File: config.mk
export PLATFORM = sky130hd
export DESIGN_NAME = aximm_write_sequencer
export DESIGN_NICKNAME = d
export VERILOG_FILES = /design/src/rtl/aximm_write_sequencer.sv
export SDC_FILE = /design/constraint.sdc
export NUM_CORES = 1
export LEC_CHECK = 0
export ABC_AREA = 1
export CAP_MARGIN = 5
export CORE_MARGIN = 1
export CORE_UTILIZATION = 30
export DETAILED_ROUTE_END_ITERATION = 8
export PLACE_DENSITY = 0.56
export SLEW_MARGIN = 20
export SYNTH_ARGS = -nofsm -noshare
export SYNTH_HDL_FRONTEND = slang
export SYNTH_SLANG_ARGS = --single-unit
File: constraint.sdc
create_clock -name clk -period 2.1 [get_ports clk]
set_clock_uncertainty 0.05 [all_clocks]
set_input_delay 0.525 -clock clk [delete_from_list [all_inputs] [get_ports clk]]
set_output_delay 0.525 -clock clk [all_outputs]
set_load 0.01 [all_outputs]
File: src/rtl/aximm_write_sequencer.sv
// aximm_write_sequencer
// Owns the AW and B channels of an AXI4-slave write path. Accepted write
// commands are queued, W beats are gated one burst at a time, the last beat of
// each burst is flagged for TLAST, and one B response per burst is returned in
// acceptance order. A WLAST that disagrees with AWLEN yields SLVERR.
module aximm_write_sequencer #(
  parameter int DEPTH = 4,
  parameter int IW    = 4
) (
  input  logic          clk,
  input  logic          resetn,
  input  logic          S_AXI_AWVALID,
  input  logic [IW-1:0] S_AXI_AWID,
  input  logic [7:0]    S_AXI_AWLEN,
  output logic          S_AXI_AWREADY,
  input  logic          S_AXI_WVALID,
  input  logic          S_AXI_WLAST,
  input  logic          AXIS_OUT_TREADY,
  output logic          W_GATE,
  output logic          BURST_END,
  output logic [IW-1:0] S_AXI_BID,
  output logic [1:0]    S_AXI_BRESP,
  output logic          S_AXI_BVALID,
  input  logic          S_AXI_BREADY,
  output logic [15:0]   ERR_COUNT
);

  // Pointers carry one extra wrap bit so full and empty are distinguishable.
  localparam int PW = $clog2(DEPTH);
  localparam int CW = PW + 1;
  localparam logic [CW-1:0] DEPTH_C     = CW'(DEPTH);
  localparam logic [1:0]    RESP_OKAY   = 2'b00;
  localparam logic [1:0]    RESP_SLVERR = 2'b10;

  typedef enum logic {
    ST_IDLE,
    ST_DATA
  } state_t;

  state_t        state_reg;
  logic [CW-1:0] outst_reg;

  logic [IW-1:0] cmd_id_mem  [DEPTH];
  logic [7:0]    cmd_len_mem [DEPTH];
  logic [CW-1:0] cmd_wr_ptr_reg;
  logic [CW-1:0] cmd_rd_ptr_reg;

  logic [IW-1:0] b_id_mem   [DEPTH];
  logic [1:0]    b_resp_mem [DEPTH];
  logic [CW-1:0] b_wr_ptr_reg;
  logic [CW-1:0] b_rd_ptr_reg;

  logic [IW-1:0] cur_id_reg;
  logic [7:0]    cur_len_reg;
  logic [7:0]    beat_cnt_reg;
  logic          early_last_reg;
  logic [15:0]   err_count_reg;

  logic          aw_hs;
  logic          b_hs;
  logic          beat;
  logic          final_beat;
  logic          cmd_empty;
  logic          b_empty;
  logic [1:0]    push_resp;

  assign S_AXI_AWREADY = (outst_reg < DEPTH_C) & resetn;
  assign aw_hs         = S_AXI_AWVALID & S_AXI_AWREADY;
  assign cmd_empty     = (cmd_wr_ptr_reg == cmd_rd_ptr_reg);
  assign b_empty       = (b_wr_ptr_reg == b_rd_ptr_reg);

  assign W_GATE     = (state_reg == ST_DATA);
  assign BURST_END  = W_GATE & (beat_cnt_reg == cur_len_reg);
  assign beat       = S_AXI_WVALID & W_GATE & AXIS_OUT_TREADY;
  assign final_beat = beat & BURST_END;
  // OKAY only when WLAST lands exactly on the AWLEN-defined final beat.
  assign push_resp  = (S_AXI_WLAST & ~early_last_reg) ? RESP_OKAY : RESP_SLVERR;

  // Head of the B queue is forced to zero while empty so idle outputs are clean.
  assign S_AXI_BVALID = ~b_empty;
  assign S_AXI_BID    = b_empty ? '0 : b_id_mem[b_rd_ptr_reg[PW-1:0]];
  assign S_AXI_BRESP  = b_empty ? '0 : b_resp_mem[b_rd_ptr_reg[PW-1:0]];
  assign b_hs         = S_AXI_BVALID & S_AXI_BREADY;
  assign ERR_COUNT    = err_count_reg;

  // Outstanding-burst accounting and command queue write pointer.
  always_ff @(posedge clk) begin
    if (!resetn) begin
      outst_reg      <= '0;
      cmd_wr_ptr_reg <= '0;
    end else begin
      if (aw_hs) cmd_wr_ptr_reg <= cmd_wr_ptr_reg + CW'(1);
      if (aw_hs && !b_hs)      outst_reg <= outst_reg + CW'(1);
      else if (!aw_hs && b_hs) outst_reg <= outst_reg - CW'(1);
    end
  end

  // Command queue storage; contents are only meaningful between the pointers.
  always_ff @(posedge clk) begin
    if (aw_hs) begin
      cmd_id_mem[cmd_wr_ptr_reg[PW-1:0]]  <= S_AXI_AWID;
      cmd_len_mem[cmd_wr_ptr_reg[PW-1:0]] <= S_AXI_AWLEN;
    end
  end

  // W burst sequencer: one idle cycle to load a command, then gate beats.
  always_ff @(posedge clk) begin
    if (!resetn) begin
      state_reg      <= ST_IDLE;
      cmd_rd_ptr_reg <= '0;
      cur_id_reg     <= '0;
      cur_len_reg    <= '0;
      beat_cnt_reg   <= '0;
      early_last_reg <= 1'b0;
    end else begin
      unique case (state_reg)
        ST_IDLE: begin
          if (!cmd_empty) begin
            cur_id_reg     <= cmd_id_mem[cmd_rd_ptr_reg[PW-1:0]];
            cur_len_reg    <= cmd_len_mem[cmd_rd_ptr_reg[PW-1:0]];
            cmd_rd_ptr_reg <= cmd_rd_ptr_reg + CW'(1);
            beat_cnt_reg   <= '0;
            early_last_reg <= 1'b0;
            state_reg      <= ST_DATA;
          end
        end
        ST_DATA: begin
          if (final_beat) begin
            state_reg <= ST_IDLE;
          end else if (beat) begin
            beat_cnt_reg <= beat_cnt_reg + 8'd1;
            if (S_AXI_WLAST) early_last_reg <= 1'b1;
          end
        end
        default: state_reg <= ST_IDLE;
      endcase
    end
  end

  // B response queue pointers: push on a burst's final beat, pop on handshake.
  always_ff @(posedge clk) begin
    if (!resetn) begin
      b_wr_ptr_reg <= '0;
      b_rd_ptr_reg <= '0;
    end else begin
      if (final_beat) b_wr_ptr_reg <= b_wr_ptr_reg + CW'(1);
      if (b_hs)       b_rd_ptr_reg <= b_rd_ptr_reg + CW'(1);
    end
  end

  // B response queue storage.
  always_ff @(posedge clk) begin
    if (final_beat) begin
      b_id_mem[b_wr_ptr_reg[PW-1:0]]   <= cur_id_reg;
      b_resp_mem[b_wr_ptr_reg[PW-1:0]] <= push_resp;
    end
  end

  // Saturating count of SLVERR responses queued.
  always_ff @(posedge clk) begin
    if (!resetn) begin
      err_count_reg <= '0;
    end else if (final_beat && (push_resp == RESP_SLVERR) && (err_count_reg != 16'hFFFF)) begin
      err_count_reg <= err_count_reg + 16'd1;
    end
  end

endmodule
==> results of run 1 <==
how the worst max path moves through the flow:
stage and endpoint:
3_3_place_gp outst_reg[2]$_SDFFE_PN0P_, 2_1_floorplan outst_reg[2]$_SDFFE_PN0P_, 3_5_place_dp outst_reg[2]$_SDFFE_PN0P_, 4_1_cts BURST_END
6_report S_AXI_BRESP[1], 5_1_grt S_AXI_BID[3]
synth_stat cells (3+ instances only):
cell,instances,area (µm²)
nor2_1,100,375.4
nand2_1,93,349.1
edfxtp_1,68,2042
o21ai_0,68,340.3
inv_1,62,232.7
dfxtp_1,55,1101
a21oi_1,50,250.2
nand3_1,40,200.2
clkbuf_1,15,56.30
ha_1,13,162.7
nor3_1,10,50.05
o22ai_1,8,50.05
inv_2,6,22.52
nand4_1,6,37.54
xnor2_1,6,52.55
xor2_1,6,52.55
a31oi_1,4,25.02
nand2_2,4,25.02
a21oi_2,3,26.28
worst reg2reg max path: stages (launching register included):
cell and delay, ps:
dfxtp_2 320, xor2_1 150, nor3_1 120, nand2_1 140, nand2_2 140, ha_1 150, inv_1 60, fa_2 350
a21oi_2 110, o21ai_1 80, xor2_1 130, nor2_1 50
what timing repair did:
action | in CTS | in global routing
pin swaps | 4 | 6
hold buffers | 0 | 0
gates resized for setup | 51 | 21
setup buffers | 6 | 4
gates cloned | 0 | 0
endpoints found under the setup margin | 9 | 11
layer usage:
| layer | global-route usage | up-vias |
|---|---|---|
| met4 | 0.06564 | 0 |
| met5 | 0 | - |
| met1 | 0.1748 | 2013 |
| li1 | - | 2371 |
| met2 | 0.2231 | 60 |
| met3 | 0.03073 | 13 |
layout make-up:
class | count | area [µm²]
Timing Repair Buffer | 117 | 985.9
Inverter | 68 | 259.0
Clock inverter | 14 | 96.34
Tap cell | 229 | 286.5
Multi-Input combinational cell | 423 | 2150
Clock buffer | 18 | 429.2
Sequential cell | 123 | 3161
Fill cell | 1820 | 10780
power by group:
part | internal (mW) | total, mW | switching, mW
clock | 1.50 | 2.61 | 1.10
combinational | 1.00 | 2.39 | 1.38
sequential | 2.82 | 2.98 | 0.160
total | 5.32 | 7.97 | 2.65
cells by family after synthesis:
| family | synth area share |
|---|---|
| AOI/OAI and AO/OA | 0.1237 |
| other | 0.0006702 |
| and+or+nand+nor | 0.2017 |
| xor gates and xnor gates | 0.01878 |
| DFF | 0.5617 |
| buffers and inverters | 0.06082 |
| adders and majority gates | 0.03265 |
through the flow:
step	utilization	hold slack, ps
CTS	0.4026	414.9
detailed placement	0.3713	416.5
floorplan	-	392.6
finish	0.4060	414.5
global placement	0.3713	404.2
global route	0.4060	429.8
==> summary.txt, run 1 <==
synthesized cell area = 5595 µm²
failing checks = design-rule violations, negative setup slack
Area Growth Syn to Fin = 31.66%
worst endpoint required time = 1520 ps
post-layout min period = 2120 ps
Register-to-Register Path Depth = 11
Crit path arrival time = 1550 ps
pre-CTS WS = -452.2 ps
r2r setup slk = 140 ps
vias in the first global route = 4178
worst min-delay path class = reg2reg
highest metal used = met4
fin area = 7367 µm²
fmax = 471.6 MHz
Fin Setup TNS = -68.54 ps
Post-DP HPWL = 8812 µm
area of the die = 19200 µm²
Seq cells post-synth = 123
Slew @ Worst Pin = 698.7 ps
drt total wl = 12650 µm
met3 WL = 379 µm
Startpoint Class = flip-flop
Root Driver = clkbuf_16
CTS tree = yes
CP Launch Point = b_wr_ptr_reg[0]$_SDFFE_PN0P_
DRT iter0 DRCs = 276
VDD IR-drop max = 0.6288 mV
unrepaired setup endpoints after global routing = true
worst-skew pair later-pin latency = 420 ps
CTS clk-pin slew, worst paths = 60 ps
die span in x = 138.6 µm
routed len/inst = 12.75 µm
fin nets = 783
DRC viols = 4
synth warn = 0
via/cell ratio = 4.493
number of synthesized flops with an enable pin = 68
Gate Count Post-Synth = 633
hold path startpoint = b_rd_ptr_reg[2]$_SDFFE_PN0P_
M1 WL = 6068 µm
final setup margin = -20.22 ps
Routed Antenna Nets = 0
Top delay family on crit path = buffers and inverters
n_diodes = 0
Crit path buffers/inverters = 3
Max clock buf depth = 2
cell leakage power = 2.906 nW
initial antenna violation count = 0
TritonCTS sink count = 123
crit-path cells = xor2_1, nor3_1, nand2_1, inv_2, buf_6, a21oi_2, buf_2
Final Slew Violations = 0
async set-reset flop share out of synthesis = 0
setup violators final = 4
CP peak stage delay = 320 ps
most frequent cells in the layout = 98 x nor2_1, 90 x nand2_1, 70 x buf_4, 68 x edfxtp_1, 58 x inv_1
RePlAce Congestion = 0.8004
Port Buffers = 43
pin count of the biggest net entering global routing = 39
reg2reg start = b_wr_ptr_reg[0]$_SDFFE_PN0P_
Crit. End Element = output pin
area post-placement = 6738 µm²
Critical Path Stages = 7
Avg Inst Size Synth = 8.839 µm²
non-filler cells in the finished layout = 992
register area share after synthesis = 0.5617
Power, Total = 7.969 mW
Pwr Density = 1082 nW/µm²
max-cap viol count = 0
row cnt = 49
Worst Hold Path EP = b_rd_ptr_reg[2]$_SDFFE_PN0P_
Starting Density = 0.3083
die height = 138.6 µm
Main synth FF type = edfxtp_1
final hold vios = 0
gr ovfl total = 0
WL met2 = 6021 µm
CP max-delay cell = dfxtp_2
Worst Hold Depth = 2
syn nets = 666
TritonCTS Buffers = 17
critical path fanouts, max = 3
status = finished with violations
H-tree depth = 4
first-pass GRT wire length = 20640 µm
Ports = 45
Yosys cell types = 32
most common cell after layout, fill and taps aside = nor2_1
drt pass-1 iters = 6
RR Endpoint = outst_reg[2]$_SDFFE_PN0P_
layout cells sized above 1 = 0.2071
max FFs per register = 32
fin crit share = 1.010
DR vias = 4457
critical path class = reg2out
Relative slew margins = 0.5337
dpl cells = 950
Core Region = 18150 µm²
All-Layer GR Usage = 0.1378
Note: power is estimated with default switching activity, not from simulation.
==> run 2, diff against run 1 <==
Settings changed: GPL_ROUTABILITY_DRIVEN set to 0.
==> results of run 2 <==
Final layout, timing and power as in run 1 (identical DEF).
==> run 3, diff against run 2 <==
Settings changed: CELL_PAD_IN_SITES_DETAIL_PLACEMENT set to 0, CELL_PAD_IN_SITES_GLOBAL_PLACEMENT set to 1, PLACE_DENSITY 0.56 to 0.68, REMOVE_ABC_BUFFERS set to 1.
==> summary.txt, run 3 (synthesis results as in run 1) <==
fin crit share = 1.020 (+0.009943)
RR Endpoint = outst_reg[2]$_SDFFE_PN0P_
final setup margin = -41.10 ps (-20.88 ps)
post-layout min period = 2141 ps (+20.88 ps)
Crit path arrival time = 1570 ps (+20 ps)
TritonCTS sink count = 123 (unchanged)
n_diodes = 0 (unchanged)
Root Driver = clkbuf_16
register area = 3171 µm² (+0.32%)
H-tree depth = 4 (unchanged)
worst-skew pair later-pin latency = 420 ps (about the same)
critical path fanouts, max = 11 (+8)
Startpoint Class = flip-flop
initial antenna violation count = 0 (unchanged)
Worst Hold Path EP = b_rd_ptr_reg[2]$_SDFFE_PN0P_
DRC viols = 7 (+3)
final core utilization = 0.4124 (+0.006412)
first-pass GRT wire length = 21210 µm (+2.7%)
highest metal used = met4
met3 WL = 401 µm (+5.8%)
cell leakage power = 2.921 nW (+0.50%)
Slew @ Worst Pin = 558.7 ps (-140.0 ps)
Pwr Density = 1103 nW/µm² (+2.0%)
CTS clk-pin slew, worst paths = 60 ps (about the same)
hold path startpoint = b_rd_ptr_reg[2]$_SDFFE_PN0P_
Starting Density = 0.3083 (unchanged)
Port Buffers = 43 (unchanged)
drt total wl = 13020 µm (+2.9%)
DRT iter0 DRCs = 185 (-33%)
pre-CTS WS = -497.8 ps (-45.66 ps)
worst endpoint required time = 1520 ps (about the same)
setup violators final = 5 (+1)
crit-path cells = inv_1, o21ai_0, a21oi_4, buf_2
routed len/inst = 13.16 µm (+3.2%)
footprint of the multi-input gates = 2212 µm² (+2.9%)
layout cells sized above 1 = 0.2289 (+0.02187)
final hold vios = 0 (unchanged)
TritonCTS Buffers = 17 (unchanged)
unrepaired setup endpoints after global routing = true
Worst Hold Depth = 2 (unchanged)
Routed Antenna Nets = 0 (unchanged)
CP peak stage delay = 420 ps (+100 ps)
max FFs per register = 32 (unchanged)
vias in the first global route = 4504 (+7.8%)
pin count of the biggest net entering global routing = 39 (unchanged)
area of the die = 19200 µm² (unchanged)
drt pass-1 iters = 7 (+1)
die span in x = 138.6 µm (unchanged)
fin area = 7483 µm² (+1.6%)
most frequent cells in the layout = 97 x nor2_1, 83 x nand2_1, 68 x edfxtp_1, 68 x buf_4, 63 x o21ai_0
fin nets = 780 (-0.38%)
failing checks = design-rule violations, negative setup slack
max-cap viol count = 0 (unchanged)
via/cell ratio = 4.654 (+3.6%)
most common cell after layout, fill and taps aside = nor2_1
All-Layer GR Usage = 0.1417 (+0.003857)
M1 WL = 5871 µm (-3.2%)
r2r setup slk = 10 ps (-130 ps)
die height = 138.6 µm (unchanged)
Area Growth Syn to Fin = 33.74%
Final Slew Violations = 0 (unchanged)
Power, Total = 8.256 mW (+3.6%)
gr ovfl total = 0 (unchanged)
CTS tree = yes
VDD IR-drop max = 0.6189 mV (-1.6%)
Layout fillers = 1771 (-2.7%)
critical path class = reg2out
Crit. End Element = output pin
Max clock buf depth = 2 (unchanged)
reg2reg start = b_wr_ptr_reg[0]$_SDFFE_PN0P_
fmax = 467.1 MHz (-0.98%)
Core Region = 18150 µm² (unchanged)
worst min-delay path class = reg2reg
status = finished with violations
Ports = 45 (unchanged)
Register-to-Register Path Depth = 12 (+1)
hold buffer count at CTS = 0 (unchanged)
WL met2 = 6496 µm (+7.9%)
DR vias = 4603 (+3.3%)
Relative slew margins = 0.6241 (+0.09042)
row cnt = 49 (unchanged)
Post-DP HPWL = 9044 µm (+2.6%)
CP max-delay cell = dfxtp_2
area post-placement = 6728 µm² (-0.15%)
-- run 3: cell types whose count changed in the layout (fill, tap and decap cells not counted), moves of 4 or more --
cell     change
inv_1        -4
inv_2        +4
nand2_1      -7
nand2_2      +6
o21ai_0      +6
o21ai_1      -6
-- run 3: metal layers --
metal  global-route usage  vias to the layer above
li1                     -                     2360
met1               0.1647                     2157
met2               0.2439                       68
met3              0.03971                       18
met4              0.06150                        0
met5                    0                        -
-- run 3: layout make-up --
class,count,area share
Clock inverter,15,0.02023
Multi-Input combinational cell,423,0.2956
Inverter,68,0.03578
Timing Repair Buffer,114,0.1296
Tap cell,229,0.03829
Clock buffer,17,0.05685
Sequential cell,123,0.4237
-- run 3: repair_timing --
action | in CTS | in global routing
buffers inserted | 3 | 4
endpoints found under the setup margin | 10 | 10
pin swaps | 5 | 12
gates resized for setup | 62 | 38
-- run 3: worst max path at each step --
stage	start	end	slack, ps	cells past startpoint
floorplan	resetn	outst_reg[2]$_SDFFE_PN0P_	-210	11
global placement	resetn	outst_reg[2]$_SDFFE_PN0P_	-510	12
detailed placement	resetn	outst_reg[2]$_SDFFE_PN0P_	-500	12
CTS	b_wr_ptr_reg[0]$_SDFFE_PN0P_	S_AXI_BID[3]	-30	7
global route	flip-flop	S_AXI_BID[0]	-160	4
finish	flip-flop	S_AXI_BID[0]	-40	4
-- run 3: report_power, final --
group          internal (mW)  total, mW  leakage, nW  switching [mW]
Clock                   1.74       2.82        0.269            1.08
Sequential              2.82       3.02         1.07           0.198
Combinational           1.01       2.41         1.58            1.41
Total                   5.57       8.26         2.92            2.69
-- run 3: per-stage QoR --
| step | setup TNS, ps | instances | hold slack (ps) |
|---|---|---|---|
| 2_1_floorplan | -1397 | 614 | 392.4 |
| 3_3_place_gp | -9367 | 951 | 401.9 |
| 3_5_place_dp | -9336 | 951 | 417.9 |
| 4_1_cts | -147.7 | 985 | 416.5 |
| 5_1_grt | -878.6 | 989 | 433.0 |
| 6_report | -139.7 | 989 | 413.1 |
-- run 3: worst max-delay path: cells and delay by family (launching register included) --
family                 cells  cell delay (ps)
AO/OA/AOI/OAI              2              420
buffers and inverters      2              310
flip-flops                 1              420
